==> src/rtl/signed_divider_module.sv <==
// Sequential signed divider: 16-bit dividend by 8-bit divisor, one restoring step per cycle.
// Operates on magnitudes and applies the operand signs in a final fix-up cycle.
module signed_divider_module (
    input  logic        clk,
    input  logic        rst,
    input  logic        start,
    input  logic [15:0] dividend,
    input  logic [7:0]  divisor,
    output logic        busy,
    output logic        done,
    output logic [15:0] quotient,
    output logic [7:0]  remainder,
    output logic        div_by_zero
);

    typedef enum logic [1:0] {StIdle, StCalc, StFix, StDone} state_e;

    state_e      state_q, state_d;
    logic [3:0]  cnt_q, cnt_d;
    logic [15:0] acc_q, acc_d;  // dividend bits shift out of the top, quotient bits in at the bottom
    logic [7:0]  dvs_q, dvs_d;
    logic [8:0]  rem_q, rem_d;
    logic        q_neg_q, q_neg_d;
    logic        r_neg_q, r_neg_d;
    logic [15:0] quotient_q, quotient_d;
    logic [7:0]  remainder_q, remainder_d;
    logic        dbz_q, dbz_d;

    logic [9:0]  rem_shift;
    logic [9:0]  trial;

    always_comb begin
        rem_shift   = {rem_q, acc_q[15]};
        trial       = rem_shift - {2'b00, dvs_q};

        state_d     = state_q;
        cnt_d       = cnt_q;
        acc_d       = acc_q;
        dvs_d       = dvs_q;
        rem_d       = rem_q;
        q_neg_d     = q_neg_q;
        r_neg_d     = r_neg_q;
        quotient_d  = quotient_q;
        remainder_d = remainder_q;
        dbz_d       = dbz_q;

        case (state_q)
            StIdle: begin
                if (start) begin
                    acc_d   = dividend[15] ? (~dividend + 16'd1) : dividend;
                    dvs_d   = divisor[7] ? (~divisor + 8'd1) : divisor;
                    rem_d   = 9'd0;
                    cnt_d   = 4'd0;
                    q_neg_d = dividend[15] ^ divisor[7];
                    r_neg_d = dividend[15];
                    if (divisor == 8'd0) begin
                        quotient_d  = 16'd0;
                        remainder_d = 8'd0;
                        dbz_d       = 1'b1;
                        state_d     = StDone;
                    end else begin
                        state_d = StCalc;
                    end
                end
            end
            StCalc: begin
                // A clear sign bit on the trial subtraction means the divisor fits.
                if (!trial[9]) begin
                    rem_d = trial[8:0];
                    acc_d = {acc_q[14:0], 1'b1};
                end else begin
                    rem_d = rem_shift[8:0];
                    acc_d = {acc_q[14:0], 1'b0};
                end
                cnt_d = cnt_q + 4'd1;
                if (cnt_q == 4'd15) begin
                    state_d = StFix;
                end
            end
            StFix: begin
                quotient_d  = q_neg_q ? (~acc_q + 16'd1) : acc_q;
                remainder_d = r_neg_q ? (~rem_q[7:0] + 8'd1) : rem_q[7:0];
                dbz_d       = 1'b0;
                state_d     = StDone;
            end
            StDone: begin
                state_d = StIdle;
            end
            default: begin
                state_d = StIdle;
            end
        endcase
    end

    always_ff @(posedge clk) begin
        if (rst) begin
            state_q     <= StIdle;
            cnt_q       <= 4'd0;
            acc_q       <= 16'd0;
            dvs_q       <= 8'd0;
            rem_q       <= 9'd0;
            q_neg_q     <= 1'b0;
            r_neg_q     <= 1'b0;
            quotient_q  <= 16'd0;
            remainder_q <= 8'd0;
            dbz_q       <= 1'b0;
        end else begin
            state_q     <= state_d;
            cnt_q       <= cnt_d;
            acc_q       <= acc_d;
            dvs_q       <= dvs_d;
            rem_q       <= rem_d;
            q_neg_q     <= q_neg_d;
            r_neg_q     <= r_neg_d;
            quotient_q  <= quotient_d;
            remainder_q <= remainder_d;
            dbz_q       <= dbz_d;
        end
    end

    assign busy        = (state_q == StCalc) || (state_q == StFix);
    assign done        = (state_q == StDone);
    assign quotient    = quotient_q;
    assign remainder   = remainder_q;
    assign div_by_zero = dbz_q;

endmodule

==> config.mk <==
export PLATFORM = sky130hd
export DESIGN_NAME = signed_divider_module
export DESIGN_NICKNAME = d
export VERILOG_FILES = /design/src/rtl/signed_divider_module.sv
export SDC_FILE = /design/constraint.sdc
export NUM_CORES = 1
export LEC_CHECK = 0
export CAP_MARGIN = 20
export CORE_MARGIN = 8
export CORE_UTILIZATION = 50
export CTS_CLUSTER_DIAMETER = 80
export DETAILED_ROUTE_END_ITERATION = 7
export PLACE_DENSITY = 0.82
export RECOVER_POWER = 100
export REMOVE_ABC_BUFFERS = 1
export SLEW_MARGIN = 15
export SYNTH_ARGS = -nofsm -noshare
export SYNTH_HDL_FRONTEND = slang
export SYNTH_SLANG_ARGS = --single-unit
==> constraint.sdc <==
create_clock -name clk -period 1.9 [get_ports clk]
set_input_delay 0.475 -clock clk [delete_from_list [all_inputs] [get_ports clk]]
set_output_delay 0.475 -clock clk [all_outputs]
set_load 0.03 [all_outputs]
==> reports/metrics.cfg, run 1 <==
[sta]
skew_ns=0.0163
period_needed_ns=2.02
holdWs_ns=0.475
fmax_mhz=496
fin_crit_sh=1.06
hold_viol=0
setup_slack_ns=-0.118
rsz0062_at_grt=true
setup_viol=16
fin_tns_setup_ns=-0.692
slew_violations=0
tightest_slew_ns=0.556
relSlewSlack=0.629

[global_routing]
grt-ovfl-total=0
track_usage=0.204
grt_max_degree=35
grt_pass1_vias=4119
antenna_found_initial=1
grt_pass1_wl_mm=19.0

[floorplanning]
die_h_um=105
core_um2=7690
pin_count=54
die_area_um2=11000
die_w_um=105
num_rows=32
initial_core_util=0.515

[power]
power_per_cell_area_nw_per_um2=1400
leakagePower_nw=2.36
ir_worst_vdd_mv=1.03
total_power_mw=8.04

[clock_tree]
cts_tree=yes
cts_max_level=3
cts-root-buf=clkbuf_8
clock_latency_ns=0.35
cts_buffer_depth=2
clkTransAtPathRegs_ns=0.08
cts_sinks=66
cts_buffers=9
postCtsHoldBufs=0

[drt]
dr.pass1.iters=5
wl_met1_mm=5.12
wl_per_cell_um=16.6
via_per_inst=5.80
met3_length_um=782
wl_met2_mm=6.10
vias=4332
drc=0
drt_wl_total_mm=12.4
drt-initial-drc-count=405
detail-route-antenna-nets=0
top_layer=met5

[yosys]
ys_seq_elements=66
synthArstFlopShare=0
yosys.area_share.simple=0.216
synth_mux_area_frac=0.0101
synth_xor_area_frac=0.0996
synth_edf_count=0
synth_cells=502
yosysWarnings=0
yosysUniqueCellTypes=47
synth_area_um2=3960
syn_avg_cell_area_um2=7.88
ys_seq_area_frac=0.334
synth_compound_gate_area_share=0.231
synth_top_family_by_area=compound AO/OA/AOI/OAI gates
synthAdderAreaFrac=0.0588
ys.flop_type=dfxtp_1

[finish]
fin_util=0.745
final_cell_mix=buf_4, dfxtp_1, nor2_1
layout.nets=685
n_antenna_cell=0
finalInstanceArea_um2=5730
area_growth_pct=44.8
multi_input_area_um2=2650
drive_above_1_share=0.259
final-seq-area_um2=1330
final_common_cell=buf_4
n_fill_cell=524
final_cells=747

[worst_setup_path]
required_ns=2.13
worst_setup_path_end_kind=register
cp-start-kind=register
crit_fanout=2
criticalPathCategory=register to register
r2r_setup_slack_ns=-0.12
worstPathArrival_ns=2.25

[status]
status=finished with violations
failed_checks=setup timing

[placed_design]
io_buffers=53
dpl.hpwl_mm=8.15
gpl.final_weighted_congestion=0.861
dp.cells=714
placed_cell_area_um2=5140
pre_cts_slack_ns=-0.547

[job]
maxCapViolCount=0

[min_path]
worstHoldPathType=input port to register

==> final timing paths <==
check / to / depth (start not counted) / from
max reg2reg: rem_q[8] / 8 / dvs_q[1]
min reg2reg: quotient[11] / 2 / quotient[11]
max: rem_q[8] / 8 / dvs_q[1]
min: div_by_zero / 2 / rst
==> layer usage <==
metal | vias up | GRT usage
met1 | 2024 | 0.243
met5 | - | 0
met4 | 2 | 0.0968
li1 | 2065 | -
met2 | 193 | 0.342
met3 | 48 | 0.0424
==> synth_stat cells, types with 2 or more instances <==
library cell	n	area (um2)
a221oi_1	2	17.5
a21oi_1	31	155
o41a_1	2	22.5
buf_1	2	7.51
ha_1	17	213
and2_1	2	12.5
o31ai_1	8	60.1
nor2b_1	6	37.5
o211ai_1	14	105
a21boi_0	3	22.5
nor4_1	4	25.0
or3_1	2	12.5
a32oi_1	2	17.5
buf_2	4	20.0
o41ai_1	2	17.5
o21ai_0	13	65.1
a31oi_1	3	18.8
nand2_1	61	229
nand4b_1	2	17.5
o22ai_1	4	25.0
a21o_1	5	37.5
a211oi_1	15	113
inv_1	22	82.6
mux2i_1	4	40.0
xnor2_1	28	245
nor2_1	62	233
nand3_1	11	55.1
clkbuf_1	24	90.1
xor2_1	17	149
nor3_1	10	50.1
and3_1	5	31.3
nand4_1	8	50.1
dfxtp_1	66	1320
nand2b_1	7	43.8
a22oi_1	18	135
a2bb2oi_1	5	43.8
==> cells by family (layout without fill, tap and decap cells) <==
kind of cell | after synthesis | count (layout)
flip-flops | 66 | 66
XOR/XNOR | 45 | 45
adder cells (fa/ha/maj) | 18 | 18
multiplexers | 4 | 4
buffers and inverters | 52 | 195
AND/OR/NAND/NOR | 185 | 185
AO/OA/AOI/OAI | 132 | 132
==> critical path, cell delays in order, from the launching register on <==
cell and delay, ns:
dfxtp_2 0.35, inv_2 0.06, buf_4 0.13, fa_2 0.39, a211oi_2 0.26, nor3_2 0.08, a211o_1 0.28, a32oi_1 0.25
nand3_1 0.11
==> power by group <==
group | leakage, nW | total, mW | internal [mW] | switching, mW
sequential | 0.538 | 1.91 | 1.64 | 0.277
combinational | 1.71 | 4.73 | 2.24 | 2.49
clock | 0.118 | 1.39 | 0.791 | 0.600
total | 2.36 | 8.04 | 4.66 | 3.37
==> repair_timing <==
action,CTS,global route
setup buffers,6,8
setup endpoints to repair,41,49
gates resized for setup,38,38
pin swaps,26,29
gates cloned,1,2
==> sequential cells by signal (all words and copies together), names as in the netlist <==
signal,cells
acc_q,16
quotient,16
rem_q,9
dvs_q,8
remainder,8
cnt_q,4
state_q,2
div_by_zero,1
q_neg_q,1
r_neg_q,1
==> layout make-up <==
class                      count  area share
sequential                    66       0.231
inverter                      22      0.0144
timing repair buffer         157       0.230
multi-input combinational    384       0.462
clock buffer                  10      0.0240
clock inverter                 6      0.0166
tap                          102      0.0223
No activity file was read; power rests on OpenSTA's default activity.
==> run 2: changes to the inputs <==
--- a/config.mk
+++ b/config.mk
@@ -10,6 +10,7 @@
 export CORE_UTILIZATION = 50
 export CTS_CLUSTER_DIAMETER = 80
 export DETAILED_ROUTE_END_ITERATION = 7
+export HOLD_SLACK_MARGIN = 0.12
 export PLACE_DENSITY = 0.82
 export RECOVER_POWER = 100
 export REMOVE_ABC_BUFFERS = 1
==> results of run 2 <==
Final layout, timing and power as in run 1 (identical DEF).
